File: src/rtl/mem_arbiter_pkg.sv
// Shared types for the fetch/data memory arbiter: access sizes, sequencer
// states, grant identifiers and small decode helpers.
package mem_pkg;

  localparam int ADDR_W = 10;

  localparam logic [1:0] SZ_BYTE = 2'b00;
  localparam logic [1:0] SZ_HALF = 2'b01;
  localparam logic [1:0] SZ_WORD = 2'b10;

  typedef enum logic [1:0] {
    IDLE     = 2'd0,
    RD_RESP  = 2'd1,
    WR_BYTE  = 2'd2,
    ERR_RESP = 2'd3
  } state_e;

  typedef enum logic {
    FETCH = 1'b0,
    DATA  = 1'b1
  } grant_e;

  // Size code 2'b11 behaves as a word everywhere.
  function automatic logic misaligned(input logic [1:0] size, input logic [1:0] addr_lsb);
    logic res;
    case (size)
      SZ_BYTE: res = 1'b0;
      SZ_HALF: res = addr_lsb[0];
      default: res = (addr_lsb != 2'b00);
    endcase
    return res;
  endfunction

  function automatic logic [1:0] last_byte_idx(input logic [1:0] size);
    logic [1:0] res;
    case (size)
      SZ_BYTE: res = 2'd0;
      SZ_HALF: res = 2'd1;
      default: res = 2'd3;
    endcase
    return res;
  endfunction

endpackage

File: src/rtl/mem_arbiter_if.sv
// Bundle of the fetch port, data port and memory-side signals around the arbiter.
// Handshake: a requester holds req (with its address/controls) until ready is
// seen high in a cycle; that cycle is the accept. rvalid is a one-cycle pulse.
interface mem_arbiter_if;
  logic        i_req;
  logic [9:0]  i_addr;
  logic        i_ready;
  logic        i_rvalid;
  logic [31:0] i_rdata;

  logic        d_req;
  logic        d_we;
  logic [1:0]  d_size;
  logic        d_unsigned;
  logic [9:0]  d_addr;
  logic [31:0] d_wdata;
  logic        d_ready;
  logic        d_rvalid;
  logic [31:0] d_rdata;
  logic        d_err;

  logic        mem_wen;
  logic        mem_b;
  logic        mem_h;
  logic [9:0]  mem_addr;
  logic [31:0] mem_din;
  logic [31:0] mem_dout;

  modport slave (
    input  i_req, i_addr, d_req, d_we, d_size, d_unsigned, d_addr, d_wdata, mem_dout,
    output i_ready, i_rvalid, i_rdata, d_ready, d_rvalid, d_rdata, d_err,
           mem_wen, mem_b, mem_h, mem_addr, mem_din
  );

  modport master (
    output i_req, i_addr, d_req, d_we, d_size, d_unsigned, d_addr, d_wdata, mem_dout,
    input  i_ready, i_rvalid, i_rdata, d_ready, d_rvalid, d_rdata, d_err,
           mem_wen, mem_b, mem_h, mem_addr, mem_din
  );
endinterface

File: src/rtl/mem_arbiter_load_extend.sv
// Load data formatting: picks the low byte/half of the memory word and
// sign- or zero-extends it to 32 bits.
module load_extend
  import mem_pkg::*;
(
  input  logic [31:0] dout_i,
  input  logic [1:0]  size_i,
  input  logic        unsigned_i,
  output logic [31:0] result_o
);

  always_comb begin
    result_o = dout_i;
    case (size_i)
      SZ_BYTE: result_o = {{24{dout_i[7] & ~unsigned_i}}, dout_i[7:0]};
      SZ_HALF: result_o = {{16{dout_i[15] & ~unsigned_i}}, dout_i[15:0]};
      default: result_o = dout_i;
    endcase
  end

endmodule

File: src/rtl/mem_arbiter.sv
// Shares one byte-addressed memory between instruction fetch and load/store:
// round-robin grant, byte-serial stores, extended loads, misalignment errors.
module mem_arbiter
  import mem_pkg::*;
(
  input  logic          clk,
  input  logic          rst,
  mem_arbiter_if.slave  bus,
  output state_e        dbg_state_o
);

  state_e      state_q;
  grant_e      last_grant_q;
  logic [1:0]  k_q;
  logic [1:0]  last_k_q;
  logic [1:0]  k_inc;
  logic [1:0]  size_q;
  logic        uns_q;
  logic [9:0]  addr_q;
  logic [31:0] wdata_q;

  logic        i_rvalid_q;
  logic        d_rvalid_q;
  logic        d_err_q;
  logic        i_pend_q;
  logic        d_pend_q;
  logic        mem_wen_q;
  logic        mem_b_q;
  logic [9:0]  mem_addr_q;
  logic [31:0] mem_din_q;

  logic        gnt_i;
  logic        gnt_d;
  logic [9:0]  idle_addr;
  logic [31:0] ext_data;

  // Grant decision: only in IDLE; on a tie the port not served last wins.
  always_comb begin
    gnt_i = 1'b0;
    gnt_d = 1'b0;
    if (state_q == IDLE && !rst) begin
      if (bus.i_req && bus.d_req) begin
        if (last_grant_q == FETCH) gnt_d = 1'b1;
        else                       gnt_i = 1'b1;
      end else begin
        gnt_i = bus.i_req;
        gnt_d = bus.d_req;
      end
    end
  end

  always_comb begin
    idle_addr = '0;
    if (gnt_d)      idle_addr = bus.d_addr;
    else if (gnt_i) idle_addr = bus.i_addr;
  end

  assign k_inc = k_q + 2'd1;

  always_ff @(posedge clk) begin
    if (rst) begin
      state_q      <= IDLE;
      last_grant_q <= FETCH;
      k_q          <= 2'd0;
      last_k_q     <= 2'd0;
      size_q       <= SZ_BYTE;
      uns_q        <= 1'b0;
      addr_q       <= '0;
      wdata_q      <= '0;
      i_rvalid_q   <= 1'b0;
      d_rvalid_q   <= 1'b0;
      d_err_q      <= 1'b0;
      i_pend_q     <= 1'b0;
      d_pend_q     <= 1'b0;
      mem_wen_q    <= 1'b0;
      mem_b_q      <= 1'b0;
      mem_addr_q   <= '0;
      mem_din_q    <= '0;
    end else begin
      i_rvalid_q <= 1'b0;
      d_rvalid_q <= 1'b0;
      d_err_q    <= 1'b0;
      i_pend_q   <= 1'b0;
      d_pend_q   <= 1'b0;
      case (state_q)
        IDLE: begin
          mem_wen_q <= 1'b0;
          mem_b_q   <= 1'b0;
          mem_din_q <= '0;
          if (gnt_d) begin
            last_grant_q <= DATA;
            size_q       <= bus.d_size;
            uns_q        <= bus.d_unsigned;
            addr_q       <= bus.d_addr;
            wdata_q      <= bus.d_wdata;
            last_k_q     <= last_byte_idx(bus.d_size);
            if (misaligned(bus.d_size, bus.d_addr[1:0])) begin
              state_q    <= ERR_RESP;
              d_rvalid_q <= 1'b1;
              d_err_q    <= 1'b1;
            end else if (bus.d_we) begin
              // First byte goes out in the cycle after accept.
              state_q    <= WR_BYTE;
              k_q        <= 2'd0;
              mem_wen_q  <= 1'b1;
              mem_b_q    <= 1'b1;
              mem_addr_q <= bus.d_addr;
              mem_din_q  <= {24'd0, bus.d_wdata[7:0]};
              d_rvalid_q <= (last_byte_idx(bus.d_size) == 2'd0);
            end else begin
              state_q    <= RD_RESP;
              d_rvalid_q <= 1'b1;
              d_pend_q   <= 1'b1;
            end
          end else if (gnt_i) begin
            last_grant_q <= FETCH;
            i_rvalid_q   <= 1'b1;
            if (bus.i_addr[1:0] != 2'b00) begin
              state_q <= ERR_RESP;
            end else begin
              state_q  <= RD_RESP;
              i_pend_q <= 1'b1;
            end
          end
        end
        RD_RESP, ERR_RESP: begin
          state_q <= IDLE;
        end
        WR_BYTE: begin
          if (k_q == last_k_q) begin
            state_q   <= IDLE;
            k_q       <= 2'd0;
            mem_wen_q <= 1'b0;
            mem_b_q   <= 1'b0;
            mem_din_q <= '0;
          end else begin
            k_q        <= k_inc;
            mem_addr_q <= addr_q + {8'd0, k_inc};
            mem_din_q  <= {24'd0, wdata_q[{k_inc, 3'b000} +: 8]};
            d_rvalid_q <= (k_inc == last_k_q);
          end
        end
        default: state_q <= IDLE;
      endcase
    end
  end

  load_extend u_load_extend (
    .dout_i     (bus.mem_dout),
    .size_i     (size_q),
    .unsigned_i (uns_q),
    .result_o   (ext_data)
  );

  // Read data comes straight off the memory's output register, gated by a
  // registered flag so it is only nonzero in the response cycle.
  assign bus.i_rdata  = i_pend_q ? bus.mem_dout : '0;
  assign bus.d_rdata  = d_pend_q ? ext_data : '0;
  assign bus.i_ready  = gnt_i;
  assign bus.d_ready  = gnt_d;
  assign bus.i_rvalid = i_rvalid_q;
  assign bus.d_rvalid = d_rvalid_q;
  assign bus.d_err    = d_err_q;
  assign bus.mem_wen  = mem_wen_q;
  assign bus.mem_b    = mem_b_q;
  assign bus.mem_h    = 1'b0;
  assign bus.mem_din  = mem_din_q;
  assign bus.mem_addr = (state_q == IDLE) ? idle_addr : mem_addr_q;
  assign dbg_state_o  = state_q;

endmodule

File: src/flat_wrapper.sv
// flat-port wrapper written by rule: the top's interface ports become plain ports
module mem_arbiter_flat import mem_pkg::*;
  (clk, rst, dbg_state_o, bus_i_req, bus_i_addr, bus_d_req, bus_d_we, bus_d_size, bus_d_unsigned, bus_d_addr, bus_d_wdata, bus_mem_dout, bus_i_ready, bus_i_rvalid, bus_i_rdata, bus_d_ready, bus_d_rvalid, bus_d_rdata, bus_d_err, bus_mem_wen, bus_mem_b, bus_mem_h, bus_mem_addr, bus_mem_din);
  mem_arbiter_if bus_i ();
  input  logic clk;
  input  logic rst;
  output state_e dbg_state_o;
  input wire logic [$bits(bus_i.i_req)-1:0] bus_i_req;
  input wire logic [$bits(bus_i.i_addr)-1:0] bus_i_addr;
  input wire logic [$bits(bus_i.d_req)-1:0] bus_d_req;
  input wire logic [$bits(bus_i.d_we)-1:0] bus_d_we;
  input wire logic [$bits(bus_i.d_size)-1:0] bus_d_size;
  input wire logic [$bits(bus_i.d_unsigned)-1:0] bus_d_unsigned;
  input wire logic [$bits(bus_i.d_addr)-1:0] bus_d_addr;
  input wire logic [$bits(bus_i.d_wdata)-1:0] bus_d_wdata;
  input wire logic [$bits(bus_i.mem_dout)-1:0] bus_mem_dout;
  output wire logic [$bits(bus_i.i_ready)-1:0] bus_i_ready;
  output wire logic [$bits(bus_i.i_rvalid)-1:0] bus_i_rvalid;
  output wire logic [$bits(bus_i.i_rdata)-1:0] bus_i_rdata;
  output wire logic [$bits(bus_i.d_ready)-1:0] bus_d_ready;
  output wire logic [$bits(bus_i.d_rvalid)-1:0] bus_d_rvalid;
  output wire logic [$bits(bus_i.d_rdata)-1:0] bus_d_rdata;
  output wire logic [$bits(bus_i.d_err)-1:0] bus_d_err;
  output wire logic [$bits(bus_i.mem_wen)-1:0] bus_mem_wen;
  output wire logic [$bits(bus_i.mem_b)-1:0] bus_mem_b;
  output wire logic [$bits(bus_i.mem_h)-1:0] bus_mem_h;
  output wire logic [$bits(bus_i.mem_addr)-1:0] bus_mem_addr;
  output wire logic [$bits(bus_i.mem_din)-1:0] bus_mem_din;
  assign bus_i.i_req = bus_i_req;
  assign bus_i.i_addr = bus_i_addr;
  assign bus_i.d_req = bus_d_req;
  assign bus_i.d_we = bus_d_we;
  assign bus_i.d_size = bus_d_size;
  assign bus_i.d_unsigned = bus_d_unsigned;
  assign bus_i.d_addr = bus_d_addr;
  assign bus_i.d_wdata = bus_d_wdata;
  assign bus_i.mem_dout = bus_mem_dout;
  assign bus_i_ready = bus_i.i_ready;
  assign bus_i_rvalid = bus_i.i_rvalid;
  assign bus_i_rdata = bus_i.i_rdata;
  assign bus_d_ready = bus_i.d_ready;
  assign bus_d_rvalid = bus_i.d_rvalid;
  assign bus_d_rdata = bus_i.d_rdata;
  assign bus_d_err = bus_i.d_err;
  assign bus_mem_wen = bus_i.mem_wen;
  assign bus_mem_b = bus_i.mem_b;
  assign bus_mem_h = bus_i.mem_h;
  assign bus_mem_addr = bus_i.mem_addr;
  assign bus_mem_din = bus_i.mem_din;
  mem_arbiter u_core (.clk(clk), .rst(rst), .bus(bus_i), .dbg_state_o(dbg_state_o));
endmodule
File: config.mk
export PLATFORM = sky130hd
export DESIGN_NAME = mem_arbiter_flat
export DESIGN_NICKNAME = d
export VERILOG_FILES = /design/src/rtl/mem_arbiter_pkg.sv /design/src/rtl/mem_arbiter_if.sv /design/src/rtl/mem_arbiter_load_extend.sv /design/src/rtl/mem_arbiter.sv /design/src/flat_wrapper.sv
export SDC_FILE = /design/constraint.sdc
export NUM_CORES = 1
export LEC_CHECK = 0
export BUFFER_PORTS_ARGS = -buffer_cell sky130_fd_sc_hd__buf_2
export CORE_ASPECT_RATIO = 0.5
export CORE_UTILIZATION = 45
export CTS_CLUSTER_DIAMETER = 30
export DETAILED_ROUTE_END_ITERATION = 7
export PLACE_DENSITY_LB_ADDON = 0.05
export SYNTH_ARGS = -nofsm -noshare
export SYNTH_HDL_FRONTEND = slang
export SYNTH_SLANG_ARGS = --single-unit
File: constraint.sdc
create_clock -name clk -period 4.27 [get_ports clk]
set_input_delay 0.854 -clock clk [delete_from_list [all_inputs] [get_ports clk]]
set_output_delay 0.854 -clock clk [all_outputs]
set_load 0.005 [all_outputs]
* Word level (Yosys, flattened, before mapping)
Index checks and enable logic that the tools add are counted.
** Cells by class
- Add/sub/neg operators :: 2
- Eq/ne operators :: 13
- Shift-type cells :: 1
- Muxes and demuxes :: 60
- Bitwise logic cells :: 6
- Reduce and logical (&&, ||, !) cells :: 22
** Operators with widths (count)
- 32-bit 2-to-1 mux :: 4
- 32-bit case mux with 2 select lines :: 2
- 10-bit 2-to-1 mux :: 7
- 32-bit by 6-bit indexed part select with 8-bit output :: 1
- 2-bit 2-to-1 mux :: 15
- 1-bit 2-to-1 mux :: 23
- 10-bit case mux with 2 select lines :: 1
- 8-bit 2-to-1 mux :: 2
- 10-bit by 2-bit adder with 10-bit output :: 1
- 2-bit logical NOT :: 4
- 2-bit != test, second input constant :: 4
- 2-bit case mux with 2 select lines :: 2
- 2-bit AND reduction :: 4
- 2-bit nonzero test :: 4
- 4-bit OR reduction :: 2
- 2-bit by 1-bit == test with 1-bit output, second input constant :: 3
- 1-bit case mux with 2 select lines :: 3
- 2-bit case mux with 3 select lines :: 1
- 3-bit OR reduction :: 2
- 5-bit AND reduction :: 1
- 2-bit == test :: 2
- 2-bit == test, second input constant :: 2
- 1-bit inverter :: 4
- 4-bit AND reduction :: 1
- 7 further kinds :: 9
** Storage, ports and cells
- Flip-flop bits (word level) :: 100
- Output and inout bits :: 116

* Longest topological paths before layout
Gate-level depths: netlist of run 1.
- Depth after elaboration :: 15
- Mapped depth :: 10
- Mapped depth without buffers :: 8

* Hierarchy
A second synthesis of run 1 with hierarchy kept.
** Unflattened totals
- Cells, all modules :: 576
- Area total of the unflattened synthesis :: 4491.8 um2
** Modules (own cells, without submodules)
- mem_arbiter :: times used 1, cells an instance 509, area an instance 4136.5 um2
- load_extend :: times used 1, cells an instance 67, area an instance 355.3 um2

* Worst setup path after synthesis of run 1
Ideal clock, no wire load.
- Path kind :: in2out
- Start point :: input port rst
- End point :: output port bus_mem_addr[0]
- Data arrival time :: 1743 ps
- Setup slack :: 1673 ps
- Stages :: 7
- Buffers on the path :: 2
- Path through :: nor3_4 > nand3_4 > inv_4 > buf_2 > buf_2 > a222oi_1 > inv_1
** Between the ends
- Cells in the longest elaborated chain, start to end :: 6
** Ends and longest elaborated chain
- start, declared :: line flat_wrapper.sv:6 : input logic rst;
- 1-bit logical NOT * :: line mem_arbiter.sv:41 : if (state_q == IDLE && !rst) begin
- 1-bit logical AND * :: line mem_arbiter.sv:41
- 1-bit 2-to-1 mux :: line mem_arbiter.sv:41
- 10-bit 2-to-1 mux :: line mem_arbiter.sv:55 : else if (gnt_i) idle_addr = bus.i_addr;
- 10-bit 2-to-1 mux * :: line mem_arbiter.sv:54 : if (gnt_d) idle_addr = bus.d_addr;
- 10-bit 2-to-1 mux * :: line mem_arbiter.sv:168 : assign bus.mem_addr = (state_q == IDLE) ? idle_addr : mem_addr_q;
- end, declared :: line flat_wrapper.sv:27 : output wire logic [$bits(bus_i.mem_addr)-1:0] bus_mem_addr;
Mark *: on every way between the ends. The rest lies on a longest branch, timed or not.

* Worst setup path in the final report of run 1
- Start point :: register u_core.state_q[0], in the netlist u_core.dbg_state_o[0]
- End point :: output port bus_mem_addr[1]
** Between the ends
- Cells in the longest elaborated chain, start to end :: 6
** Ends and longest elaborated chain
- start, declared :: line mem_arbiter.sv:12 : state_e state_q;
- start signal, assigned :: line mem_arbiter.sv:62 : state_q <= IDLE;
- start signal, assigned :: line mem_arbiter.sv:98 : state_q <= ERR_RESP;
- start signal, assigned :: line mem_arbiter.sv:103 : state_q <= WR_BYTE;
- 2-bit logical NOT * :: line mem_arbiter.sv:41, mem_arbiter.sv:168
- 1-bit logical AND :: line mem_arbiter.sv:41
- 1-bit 2-to-1 mux :: line mem_arbiter.sv:41
- 10-bit 2-to-1 mux :: line mem_arbiter.sv:55
- 10-bit 2-to-1 mux :: line mem_arbiter.sv:54
- 10-bit 2-to-1 mux * :: line mem_arbiter.sv:168
Marked as above.

==> results of run 1 <==
==> per-stage QoR <==
step | std cells | utilization (%)
finish | 796 | 60.1
CTS | 796 | 60.1
detailed placement | 780 | 56.1
floorplan | 542 | -
global route | 796 | 60.1
global placement | 780 | 56.1
==> sequential cells by signal (all words and copies together) (netlist names), 2 cells and up <==
register and flops:
u_core.bus.mem_din 8, u_core.mem_addr_q 10, u_core.k_q 2, u_core.size_q 2, u_core.last_k_q 2, u_core.dbg_state_o 2, u_core.addr_q 10, u_core.wdata_q 32
==> cell type report <==
cell class                 count  area share [%]
clock inverter                 4            1.79
inverter                      33            2.37
sequential                    76            28.6
timing repair buffer         186            17.7
multi-input combinational    368            42.0
tap                          117            2.75
clock buffer                  12            4.82
==> kinds of logic after synthesis <==
kind of cell,Yosys count,share of synthesized area (%)
flops,76,36.4
fa+ha+maj,3,1.08
mux,12,5.26
simple gates,177,20.4
compound gates,140,22.0
xor+xnor,11,2.48
buf+inv,98,12.3
other cells,1,0.0896
==> cell usage in the layout (no fill, tap or decap), types with 2 or more instances in the layout <==
cell       Yosys  layout
o21ai_0       52      52
a22oi_1        8       8
nand2_1       93      93
xor2_1         6       6
buf_4         27       4
a31oi_1        3       3
a222oi_1      10      10
xnor2_1        4       4
a311oi_2       2       2
o32ai_2        2       2
buf_2         14     182
clkbuf_8       0       2
conb_1         1      25
o2111ai_1      2       2
mux2i_1        4       4
ha_1           2       2
and3_1         4       4
dfxtp_1       76      76
and2_1        40      40
a22o_1        12      12
nand2b_1       5       5
mux4_2         8       8
nor2_1        18      18
nor3_1         3       3
o21ai_1        4       4
nand3_1        3       3
nor4b_1        2       2
inv_1         31      31
bufinv_16      0       3
a21oi_1       31      31
a21boi_0       6       6
clkbuf_16      0       9
a21boi_1       2       2
==> worst max-delay path, stage by stage, from the launching register on <==
cell and delay, ns:
dfxtp_1 0.76, nor3_4 0.11, and3_1 0.38, a222oi_1 0.35, inv_1 0.06, buf_2 0.13
==> path summary, 6_finish.rpt <==
path | startpoint | endpoint | slack [ns] | cells after the start
worst min-delay path | u_core.bus.mem_din[1]$_SDFFE_PP0P_ | u_core.bus.mem_din[1]$_SDFFE_PP0P_ | 0.45 | 2
worst min register to register | u_core.bus.mem_din[1]$_SDFFE_PP0P_ | u_core.bus.mem_din[1]$_SDFFE_PP0P_ | 0.45 | 2
worst max-delay path | u_core.dbg_state_o[0]$_SDFFE_PP0P_ | bus_mem_addr[1] | 1.29 | 5
worst max register to register | u_core.dbg_state_o[0]$_SDFFE_PP0P_ | u_core.bus.mem_din[1]$_SDFFE_PP0P_ | 1.53 | 7
==> where the power goes <==
group / leakage (nW) / internal (mW) / total (mW) / switching (mW)
combinational: 1.83 / 0.164 / 0.368 / 0.204
clock: 0.173 / 0.602 / 0.896 / 0.294
sequential: 0.621 / 0.783 / 0.856 / 0.0722
==> routing by layer <==
metal	track usage (%)	vias up	share of wire, %
met5	0	-	0
li1	-	2024	-
met3	5.90	11	6.6
met4	6.74	0	0.93
met2	41.1	124	46
met1	32.0	1808	46
==> results.yml, run 1 <==
outcome:
  run_status: "finished with violations"
  violations_in_the_final_reports: "design-rule violations"
synthesis:
  netlist_top_cells_area: "dfxtp_1 (36%), nand2_1 (8.3%), o21ai_0 (6.2%), and2_1 (6.0%), buf_4 (4.8%)"
  synth_top_area_cell: "dfxtp_1"
  dominantRegCellSynth: "dfxtp_1"
  synth_top_area_share_pct: 36.4
  syn-cell-area_mm2: 0.00419
  asyncSetResetFlopFracSynth_pct: 0
  post_synth_most_frequent_cells: "nand2_1 (93), dfxtp_1 (76), o21ai_0 (52)"
  synth-seq-area-share_pct: 36.4
  syn_avg_cell_area_um2: 8.08
  synth_most_common_cell: "nand2_1"
  synth-edff-count: 0
  synth-warning-count: 0
  synthesis.instances: 518
  ys_seq_elements: 76
  synth.distinct_cells: 52
timing:
  whs_ns: 0.447
  timing.final.crit_period_ns: 2.98
  final-max-slew-violation-count: 0
  part_of_the_cycle_the_worst_path_needs_pct: 69.8
  slew-limit-headroom_pct: 36.4
  final.setup_skew_ns: 0.00560
  hold_viol_final: 0
  layout_setup_ws_ns: 1.29
  upper_clock_frequency_limit_mhz: 336
  setup_violations: 0
  fin_setup_tns_ns: 0
  worst_pin_slew_ns: 0.951
  rsz0062_at_grt: "false"
setup_path:
  timing.setup.critical_path_class: "flop to primary output"
  timing.critical_path.fanout_max: 16
  cp.arrival_ns: 2.12
  cp-end-kind: "primary output"
  crit_required_ns: 3.42
  worst_setup_path_start_kind: "flop"
cells_and_area:
  final_cell_area_mm2: 0.00532
  syn_to_final_growth_pct: 27.2
  layout.nets: 769
  multi_input_area_mm2: 0.00224
  layout.filler_cells: 864
  register_area_mm2: 0.00152
  antenna_cells: 0
  post_route_cells_drive_above_1_share_pct: 32.7
clock_network:
  postCtsHoldBufs: 0
  clkSlewWorstSetupHoldPaths_ns: 0.06
  clock_path_buffers: 2
  htreeDepth: 3
  cts.root.buffer_cell: "clkbuf_16"
  post_cts_setup_inserts: 0
  tritoncts_clock_tree: "built"
  clk-insertion-delay-late_ns: 0.34
  postCtsResizedCells: 0
  numCtsBuffers: 9
  number_of_clock_sinks: 76
placement:
  postPlaceCellArea_mm2: 0.00497
  dp_hpwl_mm: 8.39
  weighted_congestion_at_the_end_of_routability_driven_global_placement: 0.797
  io_buffer_count: 182
  post-place-ws_ns: 1.22
floorplan:
  start_util_pct: 47.2
  die-width_um: 138
  die_area_mm2: 0.00971
  core-area_mm2: 0.00886
  rows: 24
  chipHeight_um: 70.2
  ioPinCount: 208
pwr:
  power.ir.vdd_worst_v: 0.000230
  post-layout-total-power_mw: 2.12
  power_per_cell_area_mw_per_mm2: 398
  cellLeakagePower_nw: 2.63
routing:
  detail_route.iter0.violations: 267
  drt_first_pass_iters: 7
  dr_total_vias: 3967
  route.detailed.drc: 24
  wire_per_inst_um: 14.5
  vias_per_cell: 4.98
  wl_mm: 11.5
  postRouteAntennaNets: 0
global_route:
  globalRoute.totalOverflow: 0
  grt_max_degree: 57
  groute.usage.overall_pct: 24.6
  first_global_vias: 3660
  grt_antenna_before_repair: 0
  grt_pass1_wl_mm: 18.8
min_path:
  worstHoldPathType: "flop to flop"
run:
  maxCapViolations: 0
Power figures use the tool's default switching activity.
==> inputs of run 2 (changes only) <==
ABC_AREA = 1   (was not set)
CORE_UTILIZATION = 43   (was 45)
clock period = 2.4 ns   (was 4.27 ns; I/O delays follow)
==> results.yml, run 2 <==
outcome:
  run_status: "finished clean"
synthesis:
  synth_top_area_share_pct: 34.7
  synth-edff-count: 0
  synth_top_area_cell: "dfxtp_1"
  syn-cell-area_mm2: 0.00438
  ys_seq_elements: 76
  post_synth_most_frequent_cells: "nand2_1 (254), inv_1 (78), nand3_1 (77)"
  synth_most_common_cell: "nand2_1"
  asyncSetResetFlopFracSynth_pct: 0
  synthesis.instances: 702
  netlist_top_cells_area: "dfxtp_1 (35%), nand2_1 (22%), nand3_1 (8.8%), inv_1 (6.7%), buf_4 (5.7%)"
  syn_avg_cell_area_um2: 6.24
  synth-warning-count: 0
  dominantRegCellSynth: "dfxtp_1"
  synth-seq-area-share_pct: 34.7
  synth.distinct_cells: 36
timing:
  timing.final.crit_period_ns: 2.20
  hold_viol_final: 0
  worst_pin_slew_ns: 0.508
  final.setup_skew_ns: 0.00704
  fin_setup_tns_ns: 0
  layout_setup_ws_ns: 0.196
  slew-limit-headroom_pct: 66.2
  upper_clock_frequency_limit_mhz: 454
  rsz0062_at_grt: "false"
  final-max-slew-violation-count: 0
  part_of_the_cycle_the_worst_path_needs_pct: 91.8
  setup_violations: 0
floorplan:
  rows: 25
  chipHeight_um: 73.4
  die_area_mm2: 0.0106
  start_util_pct: 45.3
  ioPinCount: 208
  core-area_mm2: 0.00967
  die-width_um: 145
cells_and_area:
  final_cell_mix: "nand2_1 (254), buf_2 (182), inv_1 (78)"
  layout.core_utilization_pct: 57.8
  final_cell_area_mm2: 0.00559
  largest_reg_flops: 32
  layout.nets: 969
  layout.filler_cells: 1029
  layout.cells.most_common: "nand2_1"
  antenna_cells: 0
  largest-register: "u_core.wdata_q"
  post_route_cells_drive_above_1_share_pct: 26.8
  reg_top3: "u_core.wdata_q (32), u_core.addr_q (10), u_core.mem_addr_q (10)"
  syn_to_final_growth_pct: 27.5
placement:
  dp_hpwl_mm: 9.70
  post-place-ws_ns: 0.392
  weighted_congestion_at_the_end_of_routability_driven_global_placement: 0.851
  io_buffer_count: 182
  postPlaceCellArea_mm2: 0.00528
setup_path:
  r2r_cells: 14
  rrSetupSlack_ns: 0.34
  timing.setup.critical_path_class: "flop to primary output"
  timing.critical_path.fanout_max: 14
  cp.arrival_ns: 1.72
  critical_path.reg2reg.startpoint: "u_core.k_q[0]$_SDFFE_PP0P_"
  worst_setup_path_start_kind: "flop"
  crit_required_ns: 1.92
  cp-end-kind: "primary output"
  r2r-end: "u_core.mem_addr_q[8]$_SDFFE_PP0P_"
routing:
  dr_total_vias: 4712
  wire_per_inst_um: 12.3
  detail_route.iter0.violations: 249
  routed_length_on_met1_mm: 5.63
  route.detailed.drc: 0
  postRouteAntennaNets: 0
  drt_first_pass_iters: 5
  met2_length_mm: 5.85
  maxUsedRoutingLayer: "met4"
  wl_mm: 12.4
  routed_wl_met3_um: 837
  vias_per_cell: 4.65
min_path:
  hold-path-endpoint: "u_core.wdata_q[12]$_SDFFE_PP0N_"
  worstHoldPathType: "input port to flop"
  min_path_cells: 3
  hold_path.startpoint: "bus_d_wdata[12]"
pwr:
  sw_share_pct: 36.1
  cellLeakagePower_nw: 3.33
  internal_power_mw: 2.94
  post-layout-total-power_mw: 4.61
  seqPwrFrac_pct: 36.9
  power.clock.fraction_pct: 30.0
  p_sw_mw: 1.66
  power.ir.vdd_worst_v: 0.000417
  power_per_cell_area_mw_per_mm2: 824
  combPwrFrac_pct: 33.1
global_route:
  first_global_vias: 4192
  grt_antenna_before_repair: 0
  groute.usage.overall_pct: 24.0
  globalRoute.totalOverflow: 0
  grt_pass1_wl_mm: 19.6
  grt_max_degree: 38
clock_network:
  postCtsHoldBufs: 0
  tritoncts_clock_tree: "built"
  number_of_clock_sinks: 76
  htreeDepth: 3
  clk-insertion-delay-late_ns: 0.34
  clock_path_buffers: 2
  clkSlewWorstSetupHoldPaths_ns: 0.06
  numCtsBuffers: 9
  cts.root.buffer_cell: "clkbuf_16"
run:
  maxCapViolations: 0
==> run 2: cell types whose count changed after synthesis, moves of 12 or more <==
cell,before,now
a21oi_1,31,13
a22o_1,12,0
and2_1,40,0
clkbuf_1,22,6
inv_1,31,78
nand2_1,93,254
nand3_1,3,77
nor2_1,18,60
o21ai_0,52,15
o21ai_1,4,20
==> run 2: kinds of logic after synthesis <==
family / after synthesis / synth area share [%]
AO/OA/AOI/OAI: 63 / 8.34
XOR/XNOR: 3 / 0.600
adder cells (fa/ha/maj): 3 / 1.03
buffers and inverters: 148 / 16.2
flip-flops: 76 / 34.7
other: 1 / 0.0856
AND/OR/NAND/NOR: 408 / 39.1
==> run 2: worst max-delay path by stage <==
stage | slack [ns] | cells after the start | to | startpoint
5_1_grt | 0.02 | 8 | bus_mem_addr[2] | u_core.dbg_state_o[0]$_SDFFE_PP0P_
3_5_place_dp | 0.39 | 14 | u_core.mem_addr_q[6]$_SDFFE_PP0P_ | u_core.k_q[0]$_SDFFE_PP0P_
3_3_place_gp | 0.43 | 14 | u_core.mem_addr_q[6]$_SDFFE_PP0P_ | u_core.k_q[0]$_SDFFE_PP0P_
6_report | 0.20 | 8 | bus_mem_addr[3] | u_core.dbg_state_o[0]$_SDFFE_PP0P_
2_1_floorplan | 0.39 | 15 | u_core.mem_addr_q[6]$_SDFFE_PP0P_ | u_core.k_q[0]$_SDFFE_PP0P_
4_1_cts | 0.10 | 8 | bus_mem_addr[3] | u_core.dbg_state_o[0]$_SDFFE_PP0P_
==> run 2: through the flow <==
stage / instances / hold slack, ns
after floorplan: 726 / 0.432
after global placement: 998 / 0.449
after detailed placement: 998 / 0.455
after CTS: 1014 / 0.320
after global routing: 1014 / 0.326
final: 1014 / 0.329
==> run 2: area by class of cell <==
| cell class | count | area [um2] | share of cell area (%) |
|---|---|---|---|
| Multi-Input combinational cell | 502 | 2250 | 40.2 |
| Sequential cell | 76 | 1520 | 27.2 |
| Timing Repair Buffer | 194 | 1000 | 17.9 |
| Inverter | 91 | 347 | 6.20 |
| Clock buffer | 13 | 260 | 4.66 |
| Tap cell | 135 | 169 | 3.02 |
| Clock inverter | 3 | 45.0 | 0.806 |
==> run 2: timing repair <==
action,in CTS,in global routing
buffers inserted,0,0
gates resized for setup,0,3
endpoints found under the setup margin,0,10
==> run 2: power by group through the flow <==
stage / logic, mW / registers, mW / clock network [mW]
6_report: 1.52 / 1.70 / 1.38
5_1_grt: 1.76 / 1.73 / 1.47
4_1_cts: 1.53 / 1.70 / 1.40
3_5_place_dp: 1.52 / 1.72 / 0
3_3_place_gp: 1.51 / 1.72 / 0
2_1_floorplan: 1.14 / 1.67 / 0
==> run 2: worst max-delay path, cell delays in order, from the launching register on <==
cell	delay, ns
dfxtp_1	0.48
inv_2	0.08
nand2_4	0.16
nor2_2	0.05
nand2_1	0.23
inv_4	0.11
nand2_1	0.08
nand3_1	0.07
buf_2	0.13
==> run 2: per-layer routing <==
| metal | vias to the layer above | global-route usage, % |
|---|---|---|
| li1 | 2459 | - |
| met1 | 2096 | 30.1 |
| met2 | 146 | 40.7 |
| met3 | 11 | 7.04 |
| met4 | 0 | 6.32 |
| met5 | - | 0 |
